--- config.mk ---
export PLATFORM = sky130hd
export DESIGN_NAME = receive_slot_allocator
export DESIGN_NICKNAME = d
export VERILOG_FILES = /design/src/rtl/receive_slot_allocator.sv
export SDC_FILE = /design/constraint.sdc
export NUM_CORES = 1
export LEC_CHECK = 0
export BUFFER_PORTS_ARGS = -buffer_cell sky130_fd_sc_hd__clkbuf_2
export CAP_MARGIN = 20
export CORE_ASPECT_RATIO = 0.7
export CORE_UTILIZATION = 36
export CTS_BUF_LIST = sky130_fd_sc_hd__clkbuf_16
export CTS_CLUSTER_SIZE = 10
export DETAILED_ROUTE_END_ITERATION = 6
export PLACE_DENSITY = 0.62
export REMOVE_ABC_BUFFERS = 1
export SLEW_MARGIN = 20
export SYNTH_ARGS = -nofsm -noshare
export SYNTH_HDL_FRONTEND = slang
export SYNTH_SLANG_ARGS = --single-unit
--- constraint.sdc ---
create_clock -name clock -period 3.1 [get_ports clock]
set_clock_uncertainty 0.1 [all_clocks]
set_input_delay 0.155 -clock clock [delete_from_list [all_inputs] [get_ports clock]]
set_output_delay 0.155 -clock clock [all_outputs]
set_load 0.05 [all_outputs]
--- src/rtl/receive_slot_allocator.sv ---
// receive_slot_allocator: steers each received frame into a free receive-queue slot.
// Build option RECEIVE_SLOT_ALLOCATOR_DROP_EN drops frames instead of stalling when full.
module receive_slot_allocator #(
  parameter int RECEIVE_QUE_SLOTS = 4,
  parameter int MAX_FRAME_BYTES   = 1522
) (
  input  logic                                   clock,
  input  logic                                   reset_n,
  input  logic [8:0]                             rx_data,
  input  logic                                   rx_data_valid,
  output logic                                   rx_ready,
  output logic [8:0]                             slot_write_data,
  output logic [RECEIVE_QUE_SLOTS-1:0]           slot_write_enable,
  output logic [RECEIVE_QUE_SLOTS-1:0]           slot_enable,
  input  logic [RECEIVE_QUE_SLOTS-1:0]           slot_release,
  output logic [$clog2(RECEIVE_QUE_SLOTS+1)-1:0] slots_free,
  output logic [15:0]                            drop_count,
  output logic [15:0]                            truncate_count
);
  localparam int N  = RECEIVE_QUE_SLOTS;
  localparam int PW = $clog2(N);
  localparam int CW = $clog2(MAX_FRAME_BYTES + 1);
  localparam int FW = $clog2(N + 1);

  typedef enum logic [1:0] {S_IDLE, S_WRITE, S_DISCARD} state_t;
  typedef enum logic [1:0] {ST_FREE, ST_FILLING, ST_FULL} slot_t;

  state_t        r_state, w_next;
  slot_t         r_status [N];
  logic [PW-1:0] r_alloc_ptr, r_cur;
  logic [PW-1:0] w_free_idx, w_probe, w_slot, w_ptr_next;
  logic [CW-1:0] r_count, w_count_next;
  logic [N-1:0]  r_done1, r_done2, r_wen;
  logic [8:0]    r_wdata;
  logic [15:0]   r_drop, r_trunc;
  logic [FW-1:0] w_free_cnt;
  logic          w_free_any, w_accept, w_alloc, w_write;
  logic          w_wlast, w_done, w_drop, w_trunc;

  // lowest offset from alloc_ptr wins, so scan offsets high to low
  always_comb begin
    w_free_any = 1'b0;
    w_free_idx = '0;
    w_probe    = '0;
    w_free_cnt = '0;
    for (int i = 0; i < N; i++)
      if (r_status[i] == ST_FREE) w_free_cnt = w_free_cnt + FW'(1);
    for (int i = N - 1; i >= 0; i--) begin
      w_probe = PW'((int'(r_alloc_ptr) + i) % N);
      if (r_status[w_probe] == ST_FREE) begin
        w_free_any = 1'b1;
        w_free_idx = w_probe;
      end
    end
  end

  assign w_ptr_next = (w_free_idx == PW'(N - 1)) ? '0 : w_free_idx + PW'(1);
  assign w_slot     = (r_state == S_IDLE) ? w_free_idx : r_cur;

  always_comb begin
    w_next       = r_state;
    rx_ready     = 1'b1;
    w_accept     = 1'b0;
    w_alloc      = 1'b0;
    w_write      = 1'b0;
    w_wlast      = rx_data[8];
    w_done       = 1'b0;
    w_drop       = 1'b0;
    w_trunc      = 1'b0;
    w_count_next = r_count;
    unique case (r_state)
      S_IDLE: begin
`ifdef RECEIVE_SLOT_ALLOCATOR_DROP_EN
        rx_ready = 1'b1;
`else
        rx_ready = w_free_any;
`endif
        w_accept = rx_data_valid && rx_ready;
        if (w_accept && w_free_any) begin
          w_alloc      = 1'b1;
          w_write      = 1'b1;
          w_count_next = CW'(1);
          if (rx_data[8]) w_done = 1'b1;
          else            w_next = S_WRITE;
        end else if (w_accept) begin
          w_drop = 1'b1;
          if (!rx_data[8]) w_next = S_DISCARD;
        end
      end
      S_WRITE: begin
        w_accept = rx_data_valid;
        if (w_accept) begin
          w_write      = 1'b1;
          w_count_next = r_count + CW'(1);
          if (rx_data[8]) begin
            w_done = 1'b1;
            w_next = S_IDLE;
          end else if (w_count_next == CW'(MAX_FRAME_BYTES)) begin
            w_wlast = 1'b1;
            w_done  = 1'b1;
            w_trunc = 1'b1;
            w_next  = S_DISCARD;
          end
        end
      end
      S_DISCARD: begin
        w_accept = rx_data_valid;
        if (w_accept && rx_data[8]) w_next = S_IDLE;
      end
      default: w_next = S_IDLE;
    endcase
  end

  always_ff @(posedge clock or negedge reset_n) begin
    if (!reset_n) r_state <= S_IDLE;
    else          r_state <= w_next;
  end

  // FULL is delayed two edges so the last byte reaches the FIFO first
  always_ff @(posedge clock or negedge reset_n) begin
    if (!reset_n) begin
      for (int i = 0; i < N; i++) r_status[i] <= ST_FREE;
      r_alloc_ptr <= '0;
      r_cur       <= '0;
      r_count     <= '0;
      r_done1     <= '0;
      r_done2     <= '0;
      r_wen       <= '0;
      r_wdata     <= '0;
      r_drop      <= '0;
      r_trunc     <= '0;
    end else begin
      r_wen <= '0;
      if (w_write) begin
        r_wen   <= N'(1) << w_slot;
        r_wdata <= {w_wlast, rx_data[7:0]};
      end
      r_done1 <= w_done ? (N'(1) << w_slot) : '0;
      r_done2 <= r_done1;
      r_count <= w_count_next;
      if (w_alloc) begin
        r_cur       <= w_free_idx;
        r_alloc_ptr <= w_ptr_next;
      end
      if (w_drop && r_drop != 16'hFFFF)   r_drop  <= r_drop + 16'd1;
      if (w_trunc && r_trunc != 16'hFFFF) r_trunc <= r_trunc + 16'd1;
      for (int i = 0; i < N; i++) begin
        if (w_alloc && w_free_idx == PW'(i))
          r_status[i] <= ST_FILLING;
        else if (r_done2[i])
          r_status[i] <= ST_FULL;
        else if (slot_release[i] && r_status[i] == ST_FULL)
          r_status[i] <= ST_FREE;
      end
    end
  end

  always_comb begin
    slot_enable = '0;
    for (int i = 0; i < N; i++)
      slot_enable[i] = (r_status[i] == ST_FULL);
  end

  assign slots_free        = w_free_cnt;
  assign slot_write_data   = r_wdata;
  assign slot_write_enable = r_wen;
  assign drop_count        = r_drop;
  assign truncate_count    = r_trunc;

endmodule

==> results of run 1 <==
==> state kept, by name, summed over array words and instances (netlist names) <==
register	cells
drop_count	16
r_alloc_ptr	2
r_done2	4
slot_write_data	9
r_status	8
r_cur	2
r_done1	4
slot_write_enable	4
truncate_count	16
r_count	11
r_state	2
==> cells by family after synthesis <==
group / after synthesis
AO/OA/AOI/OAI: 53
adder cells (fa/ha/maj): 10
multiplexers: 8
AND/OR/NAND/NOR: 141
XOR/XNOR: 20
flip-flops: 78
buffers and inverters: 40
==> through the flow <==
| stage | worst slack, ns | instance area [sq um] |
|---|---|---|
| after floorplan | 0.6265 | 3476 |
| after global placement | 0.5671 | 4001 |
| after detailed placement | 0.4435 | 4001 |
| after CTS | 0.4090 | 4390 |
| after global routing | 0.2428 | 4418 |
| final | 0.4456 | 4418 |
==> final timing paths <==
kind | startpoint | endpoint | cells past startpoint
max | r_status[6] | slots_free[1] | 7
min | slot_release[0] | r_status[7] | 4
max reg2reg | r_count[0] | truncate_count[1] | 7
min reg2reg | r_done1[2] | r_done2[2] | 0
max in group asynchronous | reset_n | r_count[0] | 3
min in group asynchronous | reset_n | drop_count[10] | 2
==> metal layers <==
layer,vias to the layer above,GRT usage,part of all wire
met5,-,0,0
met4,0,0.04040,0.0078
met3,12,0.04906,0.059
met2,83,0.2312,0.44
met1,1257,0.2195,0.50
li1,1322,-,-
==> cells in the mapped netlist (all sizes together), types with 2 or more instances <==
cell type  count
nor2b          6
a21oi         17
nor3b          3
o31ai          3
xnor2         11
dfrtp         78
and3           3
or3            5
nand3b         3
nand2b         2
o21ai         17
xor2           9
o22ai          3
o21a           3
nand3          9
clkbuf        22
inv           15
nor3           9
and4           3
buf            3
mux2           6
o41ai          3
nand2         60
nor4b          2
nor4           2
nor2          20
ha            10
mux2i          2
nand4          9
==> power by group through the flow <==
stage	Sequential (uW)	Clock [uW]	Combinational [uW]
2_1_floorplan	1540	0	651
3_3_place_gp	1310	0	1150
3_5_place_dp	1310	0	1180
4_1_cts	1300	1080	1190
5_1_grt	1330	1120	1310
6_report	1300	1040	1190
==> worst reg2reg max path: stages, from the launching register on <==
cell      delay, ns
dfrtp_1        0.43
ha_1           0.36
and4_2         0.31
xor2_1         0.20
nand2_1        0.12
a211oi_4       0.48
nand2_1        0.19
mux2_4         0.32
==> final cells by class <==
cell class,instances,area share
sequential,78,0.4418
clock buffer,9,0.05098
timing repair buffer,81,0.1093
tap,128,0.03625
clock inverter,7,0.01671
multi-input combinational,232,0.3322
inverter,15,0.01274
==> what timing repair did <==
action                    in CTS  in global routing
hold buffers                   9                  0
setup buffers                  0                  0
hold endpoints to repair      86                  0
==> results.txt, run 1 <==
total CTS buffers = 9
DIE AREA = 10360 sq um
Core Util, Final = 0.4562
first-pass GRT wire length = 12510 um
Switch Pwr = 1398 uW
CTS tree = done
Clock Sink Count = 78
min cycle time layout = 2.654 ns
Avg Cell Area, Syn = 10.23 sq um
post-cts resize count = 0
asr flop ratio synth = 1.000
Crit path buffers/inverters = 2
main combinational cell family by area after synthesis = simple AND/OR/NAND/NOR gates
Post-Synth XOR/XNOR Area = 0.04892
Die W = 121.2 um
area of the multi-input gates = 1468 sq um
Fill cells = 914
post-route ant nets = 0
Req. time, crit path = 2.84 ns
Reg power frac = 0.369
setup TNS = 0 ns
commonest cells after routing, fill and taps aside = dfrtp_1, clkbuf_2, nand2_1
RSZ-0062 raised after global routing = no
share of layout cells above drive strength 1 = 0.2488
most common cell after layout, fill and taps aside = dfrtp_1
Synth Area in Compound Gates = 0.09539
initial antenna violation count = 0
CP delay by family, top = adder cells
first drt pass iteration count = 4
Mapped Area = 3581 sq um
DR iter-0 viols = 147
total area of sequential cells = 1952 sq um
DP HPWL = 5004 um
vias in the first global route = 2593
top cells by area, synth = dfrtp_1, nand2_1, ha_1, xnor2_1, a21oi_1
area leader, netlist = dfrtp_1
crit start category = flop
ratio of final minimum period to clock period = 0.8563
sw frac = 0.3957
Max Cap Viol = 0
GRT Util Overall = 0.1557
critical-path maximum fanout = 6
Crit. End Element = output port
GP Congestion = 0.7848
via count = 2674
core area = 9684 sq um
clock root cell = clkbuf_16
Lkg Pwr = 0.002200 uW
adder-cell area share of the yosys netlist = 0.03494
Pwr Total = 3534 uW
crit path DAT = 2.40 ns
simple-gate area share of the yosys netlist = 0.2051
HP Class = in -> reg
sequential share of the synthesized area = 0.5451
die height = 85.45 um
Worst-Margin Slew = 0.7483 ns
Worst slew margin = 0.5011
Hold Slack = 0.05449 ns
Cell Rows = 30
Layout Nets = 443
final hold violation count = 0
PortBufs = 68
final setup violation count = 0
Starting Density = 0.3698
status = finished clean
Unique masters post-synth = 50
largest net degree at the start of global routing = 79
post-synthesis register bit count = 78
Max clock buf depth = 2
number of synthesized flops with an enable pin = 0
Register-to-Register Setup Slack = 0.47 ns
clk slew on worst S/H paths = 0.06 ns
num ports = 69
DR vias/cell = 4.862
Clk Latency, worst-skew pair = 0.33 ns
non-filler cells, final = 550
H-tree levels = 3
Clock power frac = 0.294
CP max-delay cell = dfrtp_1
max-slew violations = 0
CP max stage delay = 0.44 ns
Internal Power = 2136 uW
Crit Path Category = reg -> out
most frequent CP cell = ha_1
Peak supply drop = 0.6009 mV
Logic pwr share = 0.337
fmax = 376.7 MHz
placed insts = 524
Pwr Density = 799.9 nW/um^2
DR WL/cell = 13.28 um
mux cell area share after synthesis = 0.02551
# DRC = 0
total grt overflow = 0
synth warn = 0
CP cell instances = nor2_1 -> inv_1 -> ha_1 -> xor2_1 -> ha_1 -> mux2_2 -> clkbuf_2
Diodes inserted = 0
area delta synth->final = 23.38%
top_reg_cell synth = dfrtp_1
total wire length = 7302 um
Post-Syn Instances = 350
top cell type's share of synthesized area = 0.5451
No activity file was read; power rests on OpenSTA's default activity.
==> run 2, diff against run 1 <==
--- a/config.mk
+++ b/config.mk
@@ -5,6 +5,7 @@
 export SDC_FILE = /design/constraint.sdc
 export NUM_CORES = 1
 export LEC_CHECK = 0
+export ABC_AREA = 1
 export BUFFER_PORTS_ARGS = -buffer_cell sky130_fd_sc_hd__clkbuf_2
 export CAP_MARGIN = 20
 export CORE_ASPECT_RATIO = 0.7
@@ -12,7 +13,7 @@
 export CTS_BUF_LIST = sky130_fd_sc_hd__clkbuf_16
 export CTS_CLUSTER_SIZE = 10
 export DETAILED_ROUTE_END_ITERATION = 6
-export PLACE_DENSITY = 0.62
+export PLACE_DENSITY = 0.61
 export REMOVE_ABC_BUFFERS = 1
 export SLEW_MARGIN = 20
 export SYNTH_ARGS = -nofsm -noshare
==> run 2 against run 1 <==
Effect of this change: critical path depth rose by 1; clock-buffer cell count did not move; synthesized cell count rose by 38%; synthesized area rose by 9.9%; sequential power fell by 22%; sequential share of layout area fell by 2.8 points; global-route usage fell by 0.51 points; non-clock buffer count fell by 3; final cell count rose by 25%; largest power group unchanged.
==> results.txt, run 2 <==
Max clock buf depth = 2 (unchanged)
clk slew on worst S/H paths = 0.06 ns (about the same)
Peak supply drop = 0.2633 mV (-56%)
first-pass GRT wire length = 13370 um (+6.8%)
GP Congestion = 0.8991 (+15%)
Mapped Area = 3935 sq um (+9.9%)
initial antenna violation count = 0 (unchanged)
crit path DAT = 2.25 ns (-0.15 ns)
top cells by area, synth = dfrtp_1, nand2_1, nand3_1, inv_1, nor2_1
asr flop ratio synth = 1.000 (unchanged)
post-route ant nets = 0 (unchanged)
Diodes inserted = 0 (unchanged)
DR vias/cell = 4.708 (-3.2%)
Starting Density = 0.3757 (+0.005979)
fmax = 399.6 MHz (+6.1%)
most common library cells after synthesis = nand2_1, dfrtp_1, inv_1
H-tree levels = 3 (unchanged)
mux cell area share after synthesis = 0.002862 (-0.02264)
Crit Path Category = reg -> out
min cycle time layout = 2.503 ns (-0.1518 ns)
FF-to-FF Start = truncate_count[0]
Layout Nets = 575 (+30%)
DIE AREA = 11360 sq um (+9.7%)
total CTS buffers = 9 (unchanged)
Register-to-Register Setup Slack = 0.77 ns (+0.30 ns)
total grt overflow = 0 (unchanged)
# DRC = 0 (unchanged)
Cell Rows = 31 (+3.3%)
status = finished clean
vias in the first global route = 2889 (+11%)
CP max-delay cell = dfrtp_1
GRT Util Overall = 0.1506 (-0.005135)
R2R Path End = truncate_count[2]
CTS tree = done
RSZ-0062 raised after global routing = no
Pwr Density = 439.1 nW/um^2 (-45%)
adder-cell area share of the yosys netlist = 0.03180 (-0.003144)
Unique masters post-synth = 35 (-30%)
critical-path maximum fanout = 4 (-2)
via count = 3230 (+21%)
max-slew violations = 0 (unchanged)
Avg Cell Area, Syn = 8.130 sq um (-21%)
most common cell after layout, fill and taps aside = nand2_1
DR iter-0 viols = 189 (+29%)
synth warn = 0 (unchanged)
most frequent CP cell = ha_1
area leader, netlist = dfrtp_1
HP Class = in -> reg
CP cell instances = nor2_1 -> inv_1 -> ha_1 -> xnor2_1 -> ha_1 -> nand2_1 -> xor2_1 -> clkbuf_2
worst setup path start = r_status[6]
number of synthesized flops with an enable pin = 0 (unchanged)
Worst slew margin = 0.3595 (-0.1416)
count leader, synth = nand2_1
Post-Synth XOR/XNOR Area = 0.04229 (-0.006627)
crit start category = flop
Synth Area in Compound Gates = 0.05501 (-0.04038)
DP HPWL = 5834 um (+17%)
Post-Syn Instances = 484 (+38%)
num ports = 69 (unchanged)
Core Util, Final = 0.4504 (-0.005784)
worst reg2reg path depth = 8 (+1)
clock root cell = clkbuf_16
top cell type's share of synthesized area = 0.4960 (-0.04905)
die height = 89.47 um (+4.7%)
ratio of final minimum period to clock period = 0.8073 (-0.04897)
post-CTS setup buffers = 0 (unchanged)
simple-gate area share of the yosys netlist = 0.2976 (+0.09251)
DR WL/cell = 11.79 um (-11%)
share of layout cells above drive strength 1 = 0.1823 (-0.06650)
Clk Latency, worst-skew pair = 0.33 ns (about the same)
total wire length = 8089 um (+11%)
top_reg_cell synth = dfrtp_1
setup TNS = 0 ns (unchanged)
Lkg Pwr = 0.002612 uW (+19%)
sequential share of the synthesized area = 0.4960 (-0.04905)
final setup violation count = 0 (unchanged)
commonest cells after routing, fill and taps aside = nand2_1, dfrtp_1, clkbuf_2
Clock Sink Count = 78 (unchanged)
CP max stage delay = 0.41 ns (-0.03 ns)
main combinational cell family by area after synthesis = simple AND/OR/NAND/NOR gates
Max Cap Viol = 0 (unchanged)
largest net degree at the start of global routing = 79 (unchanged)
Worst setup endpoint = slots_free[2]
Worst-Margin Slew = 0.9608 ns (+0.2125 ns)
post-synthesis register bit count = 78 (unchanged)
Req. time, crit path = 2.84 ns (about the same)
final hold violation count = 0 (unchanged)
Die W = 127.0 um (+4.7%)
hold path cells = 4 (unchanged)
Crit. End Element = output port
area delta synth->final = 19.87%
core area = 10470 sq um (+8.1%)
first drt pass iteration count = 5 (+1)
PortBufs = 68 (unchanged)
-- run 2: cells by family (layout without fill, tap and decap cells) --
group                      count (synthesis)  in the layout
DFF                                       78             78
xor gates and xnor gates                  19             19
muxes                                      1              1
adders and majority gates                 10             10
AOI/OAI and AO/OA                         38             38
buffers and inverters                     72            142
and+or+nand+nor                          266            266
-- run 2: through the flow --
stage	total power, uW	cells	instance area, sq um	hold WS (ns)	setup slack, ns
finish	2071	686	4717	0.05648	0.5974
global route	2148	686	4717	0.06614	0.4304
CTS	2107	686	4717	0.04931	0.5597
detailed placement	1070	661	4338	0.2362	0.7859
global placement	1069	661	4338	0.2361	0.8157
floorplan	1038	460	3822	-0.2406	0.6833
-- run 2: how the worst min path moves through the flow --
stage,end,slack (ns),start
final,r_status[5],0.06,slot_release[1]
after global routing,r_status[1],0.07,slot_release[3]
after detailed placement,r_done2[3],0.24,r_done1[3]
after CTS,r_status[7],0.05,slot_release[0]
after global placement,r_done2[2],0.24,r_done1[2]
after floorplan,drop_count[0],-0.24,reset_n
-- run 2: timing repair --
action / 4_1_cts / 5_1_grt
endpoints found under the hold margin: 86 / 0
hold buffers: 9 / 0
gates resized for setup: 0 / 0
-- run 2: layout make-up --
cell class / count / area [sq um]
Multi-Input combinational cell: 334 / 1690
Tap cell: 132 / 165.2
Clock buffer: 9 / 225.2
Timing Repair Buffer: 78 / 440.4
Inverter: 48 / 180.2
Fill cell: 1005 / 5756
Sequential cell: 78 / 1952
Clock inverter: 7 / 63.81
-- run 2: power breakdown --
part           switching, uW  internal, uW  leakage, uW
clock network            453           560     0.000136
registers                  0          1020     0.000991
logic                   25.5          14.6      0.00148
total                    479          1590      0.00261
-- run 2: worst max-delay path, delay by kind of cell, from the launching register on --
kind / cells / cell delay (ns)
AND/OR/NAND/NOR: 2 / 0.26
flip-flops: 1 / 0.41
buffers and inverters: 2 / 0.36
adder cells (fa/ha/maj): 2 / 0.51
XOR/XNOR: 2 / 0.38
-- run 2: metal layers --
layer  wire length, um  GRT usage  vias up  share of wire
li1                  -          -     1659              -
met1              4202     0.2052     1471           0.52
met2              3363     0.2303       92           0.42
met3               448    0.04548        8          0.055
met4                74    0.04870        0         0.0091
met5                 0          0        -              0
==> run 3, diff against run 2 <==
==> constraint.sdc (replaced) <==
create_clock -name clock -period 2.6 [get_ports clock]
set_clock_uncertainty 0.1 [all_clocks]
set_input_delay 0.13 -clock clock [delete_from_list [all_inputs] [get_ports clock]]
set_output_delay 0.13 -clock clock [all_outputs]
set_load 0.05 [all_outputs]
==> run 3 against run 2 <==
Effect of this change: critical path depth is the same; wire length is 4.3% higher; sequential power is 19% higher; sequential cell count unchanged; highest routed layer unchanged; global-route usage rose by 0.94 points; critical path type unchanged; hold slack worse by 0.017 ns; power is 23% higher; clock-buffer cell count unchanged; combinational power up 36%; final area is 1.6% higher.
==> results.txt, run 3 (same netlist as run 2, synthesis figures left out) <==
Worst-Margin Slew = 0.6265 ns (-0.3342 ns)
worst reg2reg path depth = 11 (+3)
Crit. End Element = output port
num ports = 69 (unchanged)
RSZ-0062 raised after global routing = no
first-pass GRT wire length = 14170 um (+6.0%)
setup TNS = 0 ns (unchanged)
CTS tree = done
Worst slew margin = 0.5808 (+0.2213)
end of the worst hold path = r_status[7]
HP Class = in -> reg
worst slack, placed = 0.2338 ns (-0.5521 ns)
Crit Path Category = reg -> out
hold path startpoint = slot_release[0]
clock root cell = clkbuf_16
post-route ant nets = 0 (unchanged)
Max clock buf depth = 2 (unchanged)
total CTS buffers = 9 (unchanged)
post-CTS setup buffers = 0 (unchanged)
Die W = 127.0 um (unchanged)
first drt pass iteration count = 6 (+1)
die height = 89.47 um (unchanged)
Fill cells = 1013 (+0.80%)
Req. time, crit path = 2.37 ns (-0.47 ns)
Clock Sink Count = 78 (unchanged)
final worst slack = 0.1925 ns (-0.4048 ns)
vias in the first global route = 3018 (+4.5%)
Clk Latency, worst-skew pair = 0.33 ns (about the same)
fmax = 415.4 MHz
Peak supply drop = 0.3112 mV (+18%)
GRT Util Overall = 0.1599 (+0.009375)
Max Cap Viol = 0 (unchanged)
critical-path maximum fanout = 4 (unchanged)
final setup violation count = 0 (unchanged)
area delta synth->final = 21.81%
final hold violation count = 0 (unchanged)
DR WL/cell = 12.23 um (+3.7%)
crit start category = flop
Placed Area = 4360 sq um (+0.52%)
GP Congestion = 0.8616 (-4.2%)
DR vias/cell = 4.764 (+1.2%)
DP HPWL = 6007 um (+3.0%)
via count = 3287 (+1.8%)
commonest cells after routing, fill and taps aside = nand2_1, dfrtp_1, clkbuf_2
share of layout cells above drive strength 1 = 0.1900 (+0.007654)
max-slew violations = 0 (unchanged)
total wire length = 8440 um (+4.3%)
Design Area, Final = 4793 sq um (+1.6%)
most common cell after layout, fill and taps aside = nand2_1
Cell Rows = 31 (unchanged)
min cycle time layout = 2.407 ns
Pwr Density = 531.9 nW/um^2 (+21%)
DR iter-0 viols = 192 (+1.6%)
PortBufs = 68 (unchanged)
Register-to-Register Setup Slack = 0.36 ns (-0.41 ns)
Layout Nets = 579 (+0.70%)
largest net degree at the start of global routing = 79 (unchanged)
H-tree levels = 3 (unchanged)
# DRC = 0 (unchanged)
FF-to-FF Start = r_count[0]
clk slew on worst S/H paths = 0.06 ns (about the same)
initial antenna violation count = 0 (unchanged)
ratio of final minimum period to clock period = 0.9260
DIE AREA = 11360 sq um (unchanged)
hold path cells = 4 (unchanged)
status = finished clean
Lkg Pwr = 0.002662 uW (+1.9%)
core area = 10470 sq um (unchanged)
Diodes inserted = 0 (unchanged)
R2R Path End = truncate_count[1]
crit path DAT = 2.18 ns (-0.07 ns)
Starting Density = 0.3757 (unchanged)
total grt overflow = 0 (unchanged)
run 3: worst max-delay path, stage by stage (launching register included):
cell	delay [ns]
dfrtp_1	0.41
nor2_1	0.20
inv_1	0.07
ha_1	0.34
xnor2_2	0.17
ha_1	0.28
nand2_1	0.05
nand2_1	0.06
clkbuf_2	0.27
run 3: worst max path at each step:
| stage | start | to | slack (ns) | cells after the start |
|---|---|---|---|---|
| floorplan | truncate_count[0] | truncate_count[3] | 0.18 | 7 |
| global placement | r_count[0] | r_done1[0] | 0.34 | 9 |
| detailed placement | r_count[0] | r_done1[0] | 0.23 | 9 |
| CTS | r_status[6] | slots_free[2] | 0.07 | 8 |
| global route | r_status[6] | slots_free[2] | 0.03 | 8 |
| finish | r_status[6] | slots_free[1] | 0.19 | 8 |
run 3: per-stage QoR:
stage	util	instances	hold slack [ns]	power, uW
2_1_floorplan	-	460	-0.2656	1238
3_3_place_gp	0.4164	664	0.2374	1275
3_5_place_dp	0.4164	664	0.2363	1276
4_1_cts	0.4541	689	0.02882	2584
5_1_grt	0.4577	690	0.06115	2641
6_report	0.4577	690	0.03974	2550
run 3: report_power, final:
group | switching (uW) | internal, uW | leakage (uW) | total, uW
combinational | 32.8 | 21.9 | 0.00152 | 54.7
clock | 523 | 758 | 0.000149 | 1280
sequential | 0 | 1210 | 0.000991 | 1210
total | 556 | 1990 | 0.00266 | 2550
run 3: final cells by class:
class,instances,area [sq um],area share
Tap cell,132,165.2,0.03446
Multi-Input combinational cell,334,1698,0.3542
Clock buffer,9,225.2,0.04699
Sequential cell,78,1952,0.4072
Timing Repair Buffer,82,493.0,0.1028
Inverter,48,180.2,0.03759
Clock inverter,7,80.08,0.01671
run 3: repair_timing:
item,CTS,global route
resized for setup,0,4
hold endpoints to repair,86,0
hold buffers,9,0
endpoints found under the setup margin,0,6
run 3: metal layers:
metal	vias up	share of wire	global-route usage
met2	80	0.42	0.2443
met5	-	0	0
met1	1547	0.52	0.2221
met4	0	0.0098	0.05303
li1	1653	-	-
met3	7	0.048	0.04129
